==> src/rtl/dds_wave_reader.sv <==
// dds_wave_reader: loads a waveform table into a single-port RAM, then plays it
// back as a DDS phase accumulator with a validity strobe aligned to RAM latency.
module dds_wave_reader #(
    parameter int DATA_WIDTH  = 8,
    parameter int DATA_DEPTH  = 256,
    parameter int PHASE_WIDTH = 32,
    parameter int RD_LATENCY  = 2
) (
    input  logic                          clk,
    input  logic                          rst_n,
    input  logic                          ld_start,
    input  logic                          ld_valid,
    input  logic [DATA_WIDTH-1:0]         ld_data,
    output logic                          ld_ready,
    output logic                          ld_done,
    input  logic                          run_en,
    input  logic [PHASE_WIDTH-1:0]        freq_word,
    input  logic [PHASE_WIDTH-1:0]        phase_off,
    output logic                          ram_wea,
    output logic [$clog2(DATA_DEPTH)-1:0] ram_addr,
    output logic [DATA_WIDTH-1:0]         ram_wr_data,
    input  logic [DATA_WIDTH-1:0]         ram_re_data,
    output logic [DATA_WIDTH-1:0]         wave_out,
    output logic                          wave_valid,
    output logic                          busy
);

    // state | meaning
    // IDLE  | waiting for ld_start (priority) or run_en; read pipe may still drain
    // LOAD  | accepting table words, one RAM write per ld_valid
    // RUN   | issuing one phase-derived read address per cycle while run_en is high

    localparam int AW = $clog2(DATA_DEPTH);

    typedef enum logic [1:0] {IDLE, LOAD, RUN} state_t;

    state_t                 state, state_nxt;
    logic [AW-1:0]          cnt;
    logic [PHASE_WIDTH-1:0] acc;
    logic [PHASE_WIDTH-1:0] phase_sum;
    logic [RD_LATENCY:0]    pipe, pipe_nxt;
    logic                   accept, last_word, issue;

    assign phase_sum = acc + phase_off;
    assign pipe_nxt  = {pipe[RD_LATENCY-1:0], issue};

    // Next-state decode plus per-cycle load/read qualifiers.
    always_comb begin
        state_nxt = state;
        accept    = 1'b0;
        last_word = 1'b0;
        issue     = 1'b0;
        case (state)
            IDLE: begin
                if (ld_start)    state_nxt = LOAD;
                else if (run_en) state_nxt = RUN;
            end
            LOAD: begin
                accept    = ld_valid;
                last_word = ld_valid && (cnt == AW'(DATA_DEPTH - 1));
                if (last_word) state_nxt = IDLE;
            end
            RUN: begin
                issue = run_en;
                if (!run_en) state_nxt = IDLE;
            end
            default: state_nxt = IDLE;
        endcase
    end

    // State register.
    always_ff @(posedge clk or negedge rst_n) begin
        if (!rst_n) state <= IDLE;
        else        state <= state_nxt;
    end

    // Datapath: load counter, phase accumulator, RAM port, read pipe and outputs.
    always_ff @(posedge clk or negedge rst_n) begin
        if (!rst_n) begin
            cnt         <= '0;
            acc         <= '0;
            pipe        <= '0;
            ram_wea     <= 1'b0;
            ram_addr    <= '0;
            ram_wr_data <= '0;
            ld_ready    <= 1'b0;
            ld_done     <= 1'b0;
            wave_out    <= '0;
            wave_valid  <= 1'b0;
            busy        <= 1'b0;
        end else begin
            ram_wea <= accept;
            if (accept) begin
                ram_addr    <= cnt;
                ram_wr_data <= ld_data;
                cnt         <= cnt + 1'b1;
            end else if (issue) begin
                ram_addr <= phase_sum[PHASE_WIDTH-1 -: AW];
                acc      <= acc + freq_word;
            end
            // Entry clears happen only from IDLE, so they never collide with the updates above.
            if (state == IDLE && state_nxt == LOAD) cnt <= '0;
            if (state == IDLE && state_nxt == RUN)  acc <= '0;

            ld_ready <= (state_nxt == LOAD);
            ld_done  <= last_word;

            // The tail bit lines up with ram_re_data for the address issued RD_LATENCY+1 cycles ago.
            pipe       <= pipe_nxt;
            wave_valid <= pipe[RD_LATENCY];
            if (pipe[RD_LATENCY]) wave_out <= ram_re_data;

            busy <= (state_nxt != IDLE) || (pipe_nxt != '0);
        end
    end

endmodule

==> config.mk <==
export PLATFORM = sky130hd
export DESIGN_NAME = dds_wave_reader
export DESIGN_NICKNAME = d
export VERILOG_FILES = /design/src/rtl/dds_wave_reader.sv
export SDC_FILE = /design/constraint.sdc
export NUM_CORES = 1
export LEC_CHECK = 0
export ABC_AREA = 1
export CAP_MARGIN = 20
export CORE_ASPECT_RATIO = 0.9
export CORE_MARGIN = 1
export CORE_UTILIZATION = 43
export DETAILED_ROUTE_END_ITERATION = 10
export PLACE_DENSITY = 0.77
export RECOVER_POWER = 100
export SYNTH_ARGS = -nofsm -noshare
export SYNTH_HDL_FRONTEND = slang
export SYNTH_SLANG_ARGS = --single-unit
==> constraint.sdc <==
create_clock -name clk -period 4.44 [get_ports clk]
set_input_delay 0.666 -clock clk [delete_from_list [all_inputs] [get_ports clk]]
set_output_delay 0.666 -clock clk [all_outputs]
set_load 0.005 [all_outputs]
== Word level (Yosys, flattened, before mapping) ==
Index checks and enable logic that the tools add are counted.

* Logic and storage cells: 47
* Register bits: 74
* Output and inout port bits: 29
* Input port bits: 85

* Add/sub/neg operators: 3
* Muxes and demuxes: 15
* Reductions and logical operators: 11
* Equality and inequality tests: 6

{| class="wikitable"
|+ Operators with widths
! operator !! count
|-
| $mux 32 || 3
|-
| $add 32x32->32 || 2
|-
| $mux 8 || 4
|-
| $add 8x1->8 const B || 1
|-
| $eq 8x8->1 const B || 1
|-
| $mux 2 || 4
|-
| $reduce_bool 2->1 || 4
|-
| $pmux 2 s3 || 1
|-
| $eq 2x1->1 const B || 2
|-
| $eq 2x2->1 const B || 2
|-
| $logic_and 1x1->1 || 3
|-
| $mux 1 || 3
|-
| $reduce_bool 3->1 || 1
|-
| $logic_not 2->1 || 1
|-
| $ne 2x1->1 const B || 1
|-
| $reduce_and 2->1 || 1
|-
| $logic_or 1x1->1 || 1
|}

== Depth between registers and ports, before layout ==
* Word-level depth: 8
* Mapped depth: 14
* Depth with buffers taken out: 14

== Worst setup path after synthesis ==
Ideal clock, no wire load.

* Path type: input port to flip-flop
* Start: input port freq_word[0]
* End: register acc[24]
* Cell stages on the path: 13
* Path buffers: 0
* Data arrival time: 1.963 ns
* Library setup time: 0.117 ns
* Required time: 4.323 ns
* Setup slack: 2.359 ns
* Path through: ha_1 > inv_1 > fa_1 > inv_1 > nand3_1 > nand3_1 > nand2_1 > nand2_1 > nand2_1 > nand3_1 > nand2_1 > nand3_1 > nand2_1

* Cells in the longest elaborated chain, start to end: 4

{| class="wikitable"
|+ RTL lines
! item !! line !! text
|-
| from (decl) || 17 || <nowiki>input logic [PHASE_WIDTH-1:0] freq_word,</nowiki>
|-
| $add 32x32->32 || 99 || <nowiki>acc <= acc + freq_word;</nowiki>
|-
| $mux 32 || 97 || <nowiki>end else if (issue) begin</nowiki>
|-
| $mux 32 || 93 || <nowiki>if (accept) begin</nowiki>
|-
| $mux 32 || 103 || <nowiki>if (state == IDLE && state_nxt == RUN) acc <= '0;</nowiki>
|-
| to (signal assigned) || 99 ||
|-
| to (decl) || 39 || <nowiki>logic [PHASE_WIDTH-1:0] acc;</nowiki>
|}

No other way between the ends. The select of a mux whose other input is x is not followed.
A chain may end at the register's enable or synchronous reset.

== Worst setup path in the final report ==
* Start: input port run_en
* End: register ram_addr[4]

* Cells in the longest elaborated chain, start to end: 2

{| class="wikitable"
|+ RTL lines
! item !! line !! text
|-
| from (decl) || 16 || <nowiki>input logic run_en,</nowiki>
|-
| $mux 1 || 53 || <nowiki>case (state)</nowiki>
|-
| $reduce_bool 2->1 (no line) || -- ||
|-
| to (signal assigned) || 94 || <nowiki>ram_addr <= cnt;</nowiki>
|-
| to (signal assigned) || 98 || <nowiki>ram_addr <= phase_sum[PHASE_WIDTH-1 -: AW];</nowiki>
|-
| to (decl) || 20 || <nowiki>output logic [$clog2(DATA_DEPTH)-1:0] ram_addr,</nowiki>
|}

No other way between the ends.

==> results.toml <==
[worst_hold_path]
hold_path_end = "pipe[1]"
timing.hold.worst_path_depth = 0
hp-start = "pipe[0]"
hold_class = "reg2reg"

[cts]
tritoncts = "built"
max-clock-path-buffers = 2
cts_max_level = 3
clk_latency_ns = 0.34
root_buffer = "clkbuf_16"
cts_resized = 0
clk_pin_slew_ns = 0.06
cts.sinks = 74
postCtsHoldBufs = 0
cts_buffers = 9
cts_setup_buffers = 0

[synthesis]
synth_top_cells_by_count = "nand2_1 (533), inv_1 (238), nor2_1 (98), dfrtp_1 (74)"
synth_top_area_frac = 0.278
syn_area_per_cell_um2 = 5.91
synthFlopType = "dfrtp_1"
yosysWarnings = 0
postSynthCellCount = 1219
syn-cell-area_um2 = 7200
synth_edf_count = 0
synth_area_leader_cell = "nand2_1"
syn_nets = 1367
ys_ff_latch = 74
async_flop_share = 1.00
yosys-top-cells-area = "nand2_1 (28%), dfrtp_1 (26%), inv_1 (12%)"
yosysUniqueCellTypes = 34
yosysSeqAreaShare = 0.257
synth.most_common_cell = "nand2_1"

[detailed_routing]
dr.pass1.iters = 8
drt_iter0_drc = 531
wl_per_cell_um = 13.4
vias = 7514
ant_nets = 0
drc = 9
wirelength_um = 20700
via_per_inst = 4.86

[setup_path]
reg2reg_slack_ns = 1.71
crit_path_frequent_cell = "inv_1"
slowest_stage = "nor3_1"
path_class = "in2reg"
cpPeakStageDelay_ns = 0.91
crit_chain = "dlygate4sd3_1, inv_1, nor3_1, buf_4, inv_1, nand3_1, o21ai_0, inv_1, nand2_1"
crit_fanout = 22
endpoint_kind = "flop"
startpoint_type = "primary input"
reg2reg_depth = 8
arrival_ns = 3.36
reg2reg_from = "state[1]"
required_ns = 4.67
rr_endpoint = "ram_addr[4]"

[floorplanning]
fp-row-count = 44
die_y_um = 125
die_area_um2 = 17300
pin_count = 114
die_w_um = 138
initial_core_util = 0.443
fp.coreArea_um2 = 16200

[timing]
max_freq_mhz = 319
period_minus_slack_ns = 3.13
setup_viol = 0
period_share = 0.705
hold_viol_final = 0
slew_headroom = -0.292
hold_slack_ns = 0.373
final.setup.worst_slack_ns = 1.31
skew_ns = 0.0116
tightest_slew_ns = 1.94
finalSetupTns_ns = 0
rsz0062_at_grt = "no"
drv_slew = 75

[power]
ir_drop_v = 0.000254
power_leakage_nw = 5.17
total_power_mw = 4.67
power_density_nw_per_um2 = 529

[place]
place_ws_ns = 1.59
placed_area_um2 = 8560
gp_congestion = 0.930
post-dp-hpwl_um = 17400
io_buffers = 113

[outcome]
outcome = "complete, but fails checks"
violations = "design-rule violations, max-capacitance violations, max-slew violations"

[grt]
antenna_found_initial = 0
grt_pass1_vias = 7174
grt_max_degree = 75
grt_usage = 0.250
grt_pass1_wl_um = 34200
grt_overflow = 0

[layout]
layout-drive-gt1-share = 0.0269
num_antenna_cells = 0
nets = 1481
design_area_um2 = 8820
fillers = 1602
area_growth_pct = 22.5

[job]
drv_cap = 1
cell usage in the layout, fill, tap and decap left out, drive strengths merged:
| cell | instances |
|---|---|
| a21oi | 42 |
| nor3 | 9 |
| nand4 | 5 |
| nand3 | 63 |
| nand3b | 14 |
| and3 | 3 |
| nor4 | 1 |
| nand2 | 536 |
| a21o | 1 |
| dfrtp | 74 |
| clkbuf | 11 |
| buf | 1 |
| nor3b | 1 |
| o22ai | 1 |
| xnor2 | 11 |
| o21bai | 4 |
| mux2 | 8 |
| dlygate4sd3 | 39 |
| inv | 241 |
| ha | 62 |
| or2 | 3 |
| o21ai | 22 |
| nor2 | 99 |
| clkinv | 2 |
| clkdlybuf4s50 | 73 |
| and2 | 1 |
| bufinv | 1 |
| fa | 1 |
| xor2 | 6 |
| a22o | 1 |
| clkinvlp | 2 |
state kept, by name (all words and copies together) (netlist names):
name / count
state: 2
pipe: 3
acc: 32
ram_wea: 1
ram_wr_data: 8
wave_valid: 1
cnt: 8
busy: 1
ram_addr: 8
ld_ready: 1
ld_done: 1
wave_out: 8
worst max path at each step:
| stage | startpoint | endpoint | slack, ns | depth (start not counted) |
|---|---|---|---|---|
| floorplan | freq_word[0] | acc[24] | 2.36 | 13 |
| global placement | run_en | ram_addr[3] | 1.66 | 9 |
| detailed placement | run_en | ram_addr[4] | 1.59 | 9 |
| CTS | run_en | ram_addr[4] | 1.95 | 9 |
| global route | ld_valid | cnt[4] | 1.14 | 7 |
| finish | run_en | ram_addr[4] | 1.31 | 9 |
kinds of logic after synthesis:
| logic type | after synthesis | share of synthesized area |
|---|---|---|
| mux | 8 | 0.0125 |
| simple gates | 735 | 0.415 |
| fa+ha+maj | 63 | 0.111 |
| flops | 74 | 0.257 |
| xor+xnor | 17 | 0.0207 |
| buf+inv | 251 | 0.132 |
| compound gates | 71 | 0.0518 |
layout make-up:
type,instances,area [um^2],area share
repair buffers,115,1140,0.129
multi-input cells,894,4380,0.496
clock inverters,7,76.3,0.00865
well taps,207,259,0.0294
inverters,239,897,0.102
clock buffers,9,225,0.0255
flip-flops and latches,74,1850,0.210
worst max-delay path: cells and delay by family:
kind | cells | cell delay [ns]
buffers and inverters | 5 | 1.45
AOI/OAI and AO/OA | 1 | 0.11
and+or+nand+nor | 3 | 1.12
per-layer routing:
layer  part of all wire  GRT usage  vias up
met5                  0          0        -
met4              0.016     0.0694        0
met3              0.047     0.0292       24
met2               0.46      0.417      187
met1               0.48      0.339     3385
li1                   -          -     3918
stage by stage:
step           utilization  cells
2_1_floorplan            -   1219
3_3_place_gp         0.527   1529
3_5_place_dp         0.527   1529
4_1_cts              0.546   1545
5_1_grt              0.543   1545
6_report             0.543   1545
power breakdown:
group / internal, mW / switching (mW) / total, mW / leakage, nW
clock: 0.439 / 0.299 / 0.738 / 0.142
sequential: 0.923 / 0.262 / 1.19 / 0.976
combinational: 1.07 / 1.68 / 2.75 / 4.05
total: 2.43 / 2.24 / 4.67 / 5.17
No activity file was read; power rests on OpenSTA's default activity.
==> RTL edit (same settings) <==
Encoding of `state_t`: now one-hot (3 bits for 3 states).
--- a/src/rtl/dds_wave_reader.sv
+++ b/src/rtl/dds_wave_reader.sv
@@ -34,3 +34,3 @@
 
-    typedef enum logic [1:0] {IDLE, LOAD, RUN} state_t;
+    typedef enum logic [2:0] {IDLE = 3'b001, LOAD = 3'b010, RUN = 3'b100} state_t;
 
Function: same outputs for any inputs over 4 cycles, from zero or initial values and one cycle with rst_n low; so few cycles prove little.
==> RTL edit against the original RTL <==
The run still ends with DRC, capacitance limit, slew limit left. Total power is 8.0% higher. Final cell count is 1.3% lower. Global-route usage is 0.59 points lower. Clock power is 9.1% higher. Sequential cell count is 1 higher. Synthesized area is 0.19% higher. Critical path depth is 3 lower. Setup slack worse by 170 ps. Cell area is 0.21% higher. Routed wire length is 2.0% lower. Synthesized cell count is 1.6% lower. Worst hold slack worse by 3.9 ps. Critical path type unchanged. Critical endpoint is now acc[23].
==> RTL edit: results <==
group,metric,value,unit
outcome,outcome,"complete, but fails checks",
outcome,violations,"DRC, capacitance limit, slew limit",
power,p_int,2640,uW
global_routing,grt_usage,24.4,%
global_routing,met1_usage,34.1,%
synthesis,synth_fp_nets,1347,
synthesis,synth.top_cells.by_area,"nand2_1 26%, dfrtp_1 26%, inv_1 12%",
route,firstDrtPassIters,8,
global_routing,grt_max_degree,76,
route,vias,7476,
route,drt_iter0_drc,524,
route,post_drt_wl_per_cell,13.3,um
power,p_comb,3040,uW
route,wl_met3,1.36,mm
power,p_leak,0.00523,uW
final_layout,largest_reg_flops,32,
worst_setup_path,worst_path_max_delay_cell,"clkbuf_1",
route,met2WireLength,8.78,mm
global_routing,met3_usage,4.27,%
timing,skew,7.18,ps
placement,dp_slack,1620,ps
synthesis,synth_area_per_cell,6.02,sq um
placement,dp.cells,1509,
route,drc,22,
route,wl_met1,9.79,mm
timing,worst_pin_slew,1890,ps
synthesis,async_reset_ff_share,100,%
synthesis,seq_area_frac_synth,26.0,%
placement,hpwlAfterDp,16.3,mm
global_routing,grt_use_met2,39.1,%
route,top_layer_used,"met4",
global_routing,grt_pass1_vias,7002,
synthesis,synth_cell_type_count,37,
min_path,worstHoldPathType,"flip-flop to flip-flop",
placement,routabilityCongestion,0.907,
worst_setup_path,critPathMaxFanout,28,
clock_tree,htree_levels,3,
synthesis,synth_common_cells,"507 x nand2_1, 223 x inv_1, 91 x nor2_1, 74 x dfrtp_1, 67 x nand3_1",
flow_run,maxCapViolCount,2,
global_routing,antenna_found_initial,0,
final_layout,layout-drive-gt1-share,3.49,%
route,wirelength,20.3,mm
worst_setup_path,slowest_delay,1200,ps
timing,drv_slew,105,
power,power.total,5050,uW
power,ir_worst_vdd,235,uV
global_routing,grt_first_pass_wirelength,33.8,mm
placement,placed_area,8540,sq um
==> RTL edit: final cells by class <==
class	instances	area (sq um)
multi-input cells	886	4390
well taps	207	259
flip-flops and latches	75	1880
clock buffers	12	256
repair buffers	115	1140
fillers	1650	7400
clock inverters	4	73.8
inverters	226	848
==> RTL edit: path summary, 6_finish.rpt <==
check                              start          end  slack (ps)  depth (start not counted)
worst max-delay path              run_en      acc[23]        1140                          6
worst min-delay path             pipe[0]      pipe[1]         370                          0
worst max register to register  state[1]      acc[23]        1410                          6
worst min register to register   pipe[0]      pipe[1]         370                          0
max in group asynchronous          rst_n      acc[21]        2480                          1
min in group asynchronous          rst_n  wave_out[6]         850                          1
==> RTL edit: logic make-up after synthesis <==
group / Yosys count / synth area share (%)
buf+inv: 238 / 12.8
simple gates: 715 / 40.6
flops: 75 / 26.0
xor+xnor: 17 / 2.06
compound gates: 83 / 6.24
mux: 8 / 1.25
fa+ha+maj: 63 / 11.0
